--- src/rtl/sys_defs.sv ---
// Shared rename-stage definitions.
//   PHYS_TAG   physical register tag
//   MAP_ENTRY  one map-table entry {phys_reg, ready}
//   CDB_ENTRY  one CDB broadcast {valid, tag}
//   MAP_TABLE  a whole architectural map (`ARCH_REG_SZ entries)
//   CKPT_ID    checkpoint slot id
// Sizing macros: `ARCH_REG_SZ, `N (CDB width), `NUM_CKPT, `PHYS_REG_SZ.
`ifndef SYS_DEFS_SVH
`define SYS_DEFS_SVH
`define ARCH_REG_SZ 32
`define N 2
`define NUM_CKPT 4
`define PHYS_REG_SZ 64
`endif

package sys_defs;

  localparam int PHYS_TAG_W = $clog2(`PHYS_REG_SZ);

  typedef logic [PHYS_TAG_W-1:0] PHYS_TAG;

  typedef struct packed {
    PHYS_TAG phys_reg;
    logic    ready;
  } MAP_ENTRY;

  typedef struct packed {
    logic    valid;
    PHYS_TAG tag;
  } CDB_ENTRY;

  typedef MAP_ENTRY [`ARCH_REG_SZ-1:0] MAP_TABLE;

  typedef logic [$clog2(`NUM_CKPT)-1:0] CKPT_ID;

  typedef enum logic {
    IDLE,
    RESTORE
  } ckpt_state_e;

  // True when any valid CDB lane carries tag t.
  function automatic logic tag_hit(input PHYS_TAG t, input CDB_ENTRY [`N-1:0] cdb);
    logic hit;
    hit = 1'b0;
    for (int k = 0; k < `N; k++) begin
      if (cdb[k].valid && (cdb[k].tag == t)) hit = 1'b1;
    end
    return hit;
  endfunction

endpackage

--- src/rtl/map_ready_merge.sv ---
// Combinational wakeup merge for a whole map table.
//   map_in   map table as stored
//   cdb      this cycle's CDB broadcasts
//   map_out  map_in with ready set on every entry whose phys_reg is broadcast
module map_ready_merge
  import sys_defs::*;
(
  input  MAP_TABLE             map_in,
  input  CDB_ENTRY [`N-1:0]    cdb,
  output MAP_TABLE             map_out
);

  always_comb begin
    map_out = map_in;
    for (int r = 0; r < `ARCH_REG_SZ; r++) begin
      if (tag_hit(map_in[r].phys_reg, cdb)) map_out[r].ready = 1'b1;
    end
  end

endmodule

--- src/rtl/rename_checkpoint_ctrl.sv ---
// Branch checkpoint manager for the rename stage.
// Keeps one copy of the speculative map per in-flight branch in a circular
// buffer (allocated in order, freed out of order), snoops the CDB into every
// stored copy, and on a mispredict drives the saved map to the map table's
// restore port for exactly one cycle.
//   clock, reset         clock; asynchronous active-low reset
//   ckpt_req/ckpt_table  branch checkpoint request and the map it sees
//   ckpt_gnt/ckpt_id     grant and assigned slot
//   ckpt_full            no free slot (registered occupancy only)
//   resolve_*            branch resolution (id, mispredict flag)
//   cdb_broadcasts       completing tags
//   table_restore(_en)   restore map and one-cycle load strobe
//   resolve_err          sticky: a resolve named a non-live slot
module rename_checkpoint_ctrl
  import sys_defs::*;
#(
  parameter int NUM_CKPT   = `NUM_CKPT,
  parameter int CKPT_IDX_W = $clog2(NUM_CKPT)
) (
  input  logic                  clock,
  input  logic                  reset,
  input  logic                  ckpt_req,
  input  MAP_TABLE              ckpt_table,
  output logic                  ckpt_gnt,
  output logic [CKPT_IDX_W-1:0] ckpt_id,
  output logic                  ckpt_full,
  input  logic                  resolve_valid,
  input  logic [CKPT_IDX_W-1:0] resolve_id,
  input  logic                  resolve_mispredict,
  input  CDB_ENTRY [`N-1:0]     cdb_broadcasts,
  output MAP_TABLE              table_restore,
  output logic                  table_restore_en,
  output logic                  resolve_err
);

  localparam int PTR_W = CKPT_IDX_W + 1;
  typedef logic [PTR_W-1:0] ptr_t;

  // Pointers carry a wrap bit above the slot index so full and empty differ.
  ptr_t                head_q, head_d;
  ptr_t                tail_q, tail_d;
  logic [NUM_CKPT-1:0] valid_q, valid_d;
  ckpt_state_e         state_q, state_d;
  logic                resolve_err_q, resolve_err_d;
  MAP_TABLE            restore_q, restore_d;
  MAP_TABLE            store_q      [NUM_CKPT];
  MAP_TABLE            store_d      [NUM_CKPT];
  MAP_TABLE            store_merged [NUM_CKPT];
  MAP_TABLE            restore_merged;
  MAP_TABLE            req_merged;

  // Wakeup merges: one per stored slot, one for the restore copy, one for the
  // incoming request so a tag completing in the grant cycle is not lost.
  for (genvar g = 0; g < NUM_CKPT; g++) begin : g_slot_merge
    map_ready_merge u_slot_merge (
      .map_in  (store_q[g]),
      .cdb     (cdb_broadcasts),
      .map_out (store_merged[g])
    );
  end

  map_ready_merge u_restore_merge (
    .map_in  (restore_q),
    .cdb     (cdb_broadcasts),
    .map_out (restore_merged)
  );

  map_ready_merge u_req_merge (
    .map_in  (ckpt_table),
    .cdb     (cdb_broadcasts),
    .map_out (req_merged)
  );

  logic [CKPT_IDX_W-1:0] head_idx, tail_idx, off_idx;
  ptr_t                  span, rid_ptr, squash_span;
  logic                  is_idle, rid_live, mp_fire, ok_fire, err_fire;

  // NOTE: every _d variable gets its hold value first, so no path through this
  // block leaves a variable unassigned and no latch is inferred.
  always_comb begin
    head_idx  = head_q[CKPT_IDX_W-1:0];
    tail_idx  = tail_q[CKPT_IDX_W-1:0];
    span      = tail_q - head_q;
    ckpt_full = (span == ptr_t'(NUM_CKPT));
    is_idle   = (state_q == IDLE);
    rid_live  = valid_q[resolve_id];
    mp_fire   = is_idle & resolve_valid &  resolve_mispredict & rid_live;
    ok_fire   = is_idle & resolve_valid & ~resolve_mispredict & rid_live;
    err_fire  = is_idle & resolve_valid & ~rid_live;

    // A same-cycle mispredict squashes the requesting (younger) branch.
    ckpt_gnt  = is_idle & ckpt_req & ~ckpt_full & ~(resolve_valid & resolve_mispredict);
    ckpt_id   = tail_idx;

    // Full pointer of the resolving slot: a live slot lies in [head, tail), so
    // an index below head's index belongs to the next lap.
    rid_ptr     = {(resolve_id >= head_idx) ? head_q[CKPT_IDX_W] : ~head_q[CKPT_IDX_W],
                   resolve_id};
    squash_span = tail_q - rid_ptr;

    head_d        = head_q;
    tail_d        = tail_q;
    valid_d       = valid_q;
    state_d       = IDLE;
    resolve_err_d = resolve_err_q | err_fire;
    restore_d     = restore_merged;
    off_idx       = '0;
    for (int i = 0; i < NUM_CKPT; i++) begin
      store_d[i] = valid_q[i] ? store_merged[i] : store_q[i];
    end

    // Retire freed slots at the head, one per cycle.
    if ((span != '0) && !valid_q[head_idx]) head_d = head_q + ptr_t'(1);

    if (ckpt_gnt) begin
      store_d[tail_idx] = req_merged;
      valid_d[tail_idx] = 1'b1;
      tail_d            = tail_q + ptr_t'(1);
    end

    if (ok_fire) valid_d[resolve_id] = 1'b0;

    if (mp_fire) begin
      restore_d = store_merged[resolve_id];
      // Squash the resolving slot and every younger slot up to tail.
      for (int i = 0; i < NUM_CKPT; i++) begin
        off_idx = CKPT_IDX_W'(i) - resolve_id;
        if (ptr_t'({1'b0, off_idx}) < squash_span) valid_d[i] = 1'b0;
      end
      tail_d  = rid_ptr;
      state_d = RESTORE;
    end
  end

  // NOTE: sequential state uses non-blocking assignments so every flop samples
  // the pre-edge _d values regardless of statement order.
  always_ff @(posedge clock or negedge reset) begin
    if (!reset) begin
      head_q        <= '0;
      tail_q        <= '0;
      valid_q       <= '0;
      state_q       <= IDLE;
      resolve_err_q <= 1'b0;
      restore_q     <= '0;
    end else begin
      head_q        <= head_d;
      tail_q        <= tail_d;
      valid_q       <= valid_d;
      state_q       <= state_d;
      resolve_err_q <= resolve_err_d;
      restore_q     <= restore_d;
    end
  end

  // NOTE: the checkpoint payload is not reset; valid_q gates every use of it,
  // so clearing it would only add reset fanout to a wide array.
  always_ff @(posedge clock) begin
    for (int i = 0; i < NUM_CKPT; i++) begin
      store_q[i] <= store_d[i];
    end
  end

  // The restore strobe comes straight from state_q so an asserted reset drops
  // it without waiting for a clock.
  assign table_restore_en = (state_q == RESTORE);
  assign table_restore    = table_restore_en ? restore_merged : restore_q;
  assign resolve_err      = resolve_err_q;

endmodule

--- config.mk ---
export PLATFORM = sky130hd
export DESIGN_NAME = rename_checkpoint_ctrl
export DESIGN_NICKNAME = d
export VERILOG_FILES = /design/src/rtl/sys_defs.sv /design/src/rtl/map_ready_merge.sv /design/src/rtl/rename_checkpoint_ctrl.sv
export SDC_FILE = /design/constraint.sdc
export NUM_CORES = 2
export LEC_CHECK = 0
export CAP_MARGIN = 20
export CORE_MARGIN = 5
export CORE_UTILIZATION = 50
export CTS_CLUSTER_DIAMETER = 60
export DETAILED_ROUTE_END_ITERATION = 16
export DONT_BUFFER_PORTS = 1
export PLACE_DENSITY_LB_ADDON = 0.15
export SLEW_MARGIN = 0
export SYNTH_ARGS = -nofsm -noshare
export SYNTH_HDL_FRONTEND = slang
export SYNTH_SLANG_ARGS = --single-unit
--- constraint.sdc ---
create_clock -name clock -period 20.9 [get_ports clock]
set_input_delay 4.18 -clock clock [delete_from_list [all_inputs] [get_ports clock]]
set_output_delay 4.18 -clock clock [all_outputs]
set_load 0.01 [all_outputs]
==> results <==
- The flow ran to the end, and the final reports show no timing, DRC or antenna violations.
- For this configuration, the core starts out at a cell density of 50.4%.
- The via count of the first global-routing pass was 51300.
- The clock sink count is 1132.
- The number of distinct standard cells referenced by the synthesized netlist is 50.
- After clock tree synthesis, the repair step resized 0 gates.
- The synthesized design contains 768 enable-type register cells.
- Detailed routing placed a total of 111 mm of wire on met2.
- Dividing total power by cell area gives a power density of 113 mW/mm2.
- The final setup TNS is 0 ns.
- The critical path starts at cdb_broadcasts[9].
- At the later pin of the worst-skew pair, clock insertion delay measures 0.79 ns.
- The floorplan step defined a die boundary enclosing 0.151 mm2.
- The worst reg-to-reg setup slack is 15.59 ns.
- The max-cap violation count is 0.
- The number of nets handed over by synthesis was 6698.
- The number of antenna violations at the first check in global routing was 9.
- The post-route clock period utilization is 47.0%.
- The global placement routability congestion is 0.843.
- TritonCTS built the clock tree.
- The region available for standard cell placement spans 0.142 mm2.
- The post-route netlist has 7.65% of its cells at a drive strength greater than 1.
- The CTS clock-pin slew for the worst setup and hold paths is 0.06 ns.
- The number of buffers inserted to repair setup after CTS is 0.
- In the final design database the tool counted 6208 nets.
- The post-placement cell count is 7693.
- The synthesized area per cell is 11.1 um2.
- The non-filler instance count after layout is 7959.
- The top layer reached by signal wires is met4.
- The root buffer selected by CTS is sky130_fd_sc_hd__clkbuf_16.
- The worst hold path belongs to the class register to register.
- Summing over every cut layer, the via total after detailed routing is 50500.
- Derived from the worst setup path, the maximum achievable clock frequency is 0.102 GHz.
- The placed wire-length estimate after detailed placement is 128 mm.
- The post-placement cell area is 0.0703 mm2.
- The sum of routed wire length over all layers is 240 mm.
- The category of the worst setup path capture point is a primary output.
- The relative area change from synthesis to final layout is 4.94%.
- The path with the worst hold slack has its endpoint at store_q[0][112].
- Counting flops and latches in the post-synthesis netlist gives 1132.
- In this run the worst path has a maximum fanout of 192.
- The horizontal extent of the die is 388 um.
- The library cell used most frequently in the layout, excluding fill and tap cells, is sky130_fd_sc_hd__xnor2_1.
- The sequential element share of the synthesized area is 44.1%.
- STA puts the critical path data required time at 16.72 ns.
- The kind of critical path is primary input to primary output.
- The detailed router finished its first iteration with 4818 violations.
- The depth of the worst register-to-register path is 6.
- The met1 routed wirelength after detailed routing is 97.9 mm.
- The worst hold path depth is 2.
- The instance count of the mapped netlist is 6434.
- The global routing usage summed across all routing layers is 31.0%.
- In this run the critical register-to-register path is launched from table_restore_en.
- In this run the remaining antenna-violating nets after routing total 0.
- For this run, the number of Yosys warnings is 0.
- The final design instance area without fill is 0.0750 mm2.
- The die height is 388 um.
- The final count of hold timing violations is 0.
- The final count of pins violating max slew is 0.
- The average routed wire per standard cell is 30.1 um.
- The startpoint identified for the worst hold timing path is store_q[0][112].
- STA puts the critical path data arrival time at 5.65 ns.
- The TritonCTS buffer count is 139.
- The largest clock skew in the final design is 0.0357 ns.
- The number of search-and-repair iterations in the first detailed-routing pass is 6.
- The CTS H-tree depth is 4.
- The headroom to the max-slew limit is 22.4%.
- Counting I/O delays and the setup requirement, the final critical path takes 9.83 ns.
- The library cells used most frequently in the layout, excluding fill and tap cells, are sky130_fd_sc_hd__xnor2_1 (1744), sky130_fd_sc_hd__edfxtp_1 (768), sky130_fd_sc_hd__nand2_1 (599).
- The worst-margin pin slew is 1.16 ns.
- The first global-routing pass estimated 354 mm of wire.
- Setup violations remaining at the end of the flow were counted as 0.
- In this run the core area contains 138 standard-cell rows.
- After detailed routing, the number of remaining DRC violations is 0.
- The maximum resistive drop on vdd is 84.4 uV.
- Entering global routing, the biggest net connects 286 pins.
- Setup repair after global routing left no endpoint under its margin.
- The fraction of synthesis flops using an asynchronous set or reset pin is 20.8%.
- For this design the static power due to leakage is 24.3 nW.
- STA classifies the critical path startpoint as a primary input.
- For this design, the CTS-stage hold fixing added 0 buffers.
- The clock passes through at most 3 buffers.
- The number of I/O pins is 475.
- The synthesized netlist occupies a cell area of 0.0715 mm2.
- The primary flip-flop cell chosen by synthesis mapping is sky130_fd_sc_hd__edfxtp_1.
- After detailed routing, the number of vias per cell comes to 6.35.
- In this run the tool buffered the top-level ports with 0 buffer cells.
- The global-route congestion overflow total is 0.
- The detailed route wirelength on metal3 is 21.6 mm.
through the flow:
| step | setup slack (ns) | hold WS, ns | utilization [%] | power, W |
|---|---|---|---|---|
| floorplan | 9.93 | 0.456 | - | 0.00566 |
| global placement | 11.35 | 0.471 | 49.6 | 0.00596 |
| detailed placement | 11.35 | 0.475 | 49.6 | 0.00602 |
| CTS | 11.34 | 0.499 | 52.9 | 0.00847 |
| global route | 11.11 | 0.517 | 52.9 | 0.00884 |
| finish | 11.07 | 0.498 | 52.9 | 0.00846 |
logic make-up (layout without fill, tap and decap cells):
family          Yosys count  after routing  synth area share, %
compound gates          485            485                 4.46
other cells               0              6                    0
simple gates           1618           1618                 11.2
buf+inv                 668            297                 5.36
mux                     199            199                 6.18
flops                  1132           1132                 44.1
xor+xnor               2313           2313                 28.3
fa+ha+maj                19             19                0.343
power breakdown:
group          total [W]  switching, W  internal [W]
combinational    0.00207       0.00109      0.000984
clock            0.00246       0.00101       0.00145
sequential       0.00393      0.000877       0.00305
worst max-delay path by stage:
stage / end / slack (ns) / cells after the start
after floorplan: register / 9.93 / 6
final: table_restore[175] / 11.07 / 4
after CTS: table_restore[175] / 11.34 / 4
after global routing: table_restore[175] / 11.11 / 4
after global placement: table_restore[175] / 11.35 / 4
after detailed placement: table_restore[175] / 11.35 / 4
metal layers:
layer	GRT usage (%)	vias up
met4	11.5	0
li1	-	21600
met5	0	-
met2	49.9	2456
met1	41.2	26000
met3	7.29	475
Yosys cell counts, drive strengths merged (2+ instances only):
cell	instances	area, um2
xnor2	1744	15300
edfxtp	768	23100
nand2	603	2270
xor2	569	4980
buf	514	3250
nand4	375	2350
dfrtp	236	5910
nand3	205	1030
mux4	194	4370
nor4	177	1110
clkbuf	141	529
a21oi	128	641
dfxtp	128	2560
nor2	99	374
a211oi	98	736
nor3	96	480
o22ai	96	601
or3	52	325
o21ai	51	255
o211ai	38	285
ha	18	225
o311ai	18	158
inv	13	48.8
o221ai	12	105
a41oi	9	78.8
o21a	8	60.1
o221a	8	90.1
a211o	5	43.8
mux2i	5	50.1
nand2b	4	25.0
o211a	4	40.0
o21bai	3	22.5
a21o	2	15.0
nor2b	2	12.5
o31ai	2	15.0
or4	2	15.0
cell type report:
cell class	instances	area, um2
diodes	6	15.0
clock buffers	203	4130
clock inverters	57	514
fillers	12300	66800
inverters	13	86.3
multi-input cells	4634	36100
flip-flops and latches	1132	31500
well taps	1890	2360
repair buffers	24	205
critical path, stage by stage:
cell and delay (ns):
sky130_fd_sc_hd__xnor2_1 0.34, sky130_fd_sc_hd__nand4_1 0.11, sky130_fd_sc_hd__o22ai_1 0.34, sky130_fd_sc_hd__a21o_1 0.40
Note: power is estimated with default switching activity, not from simulation.
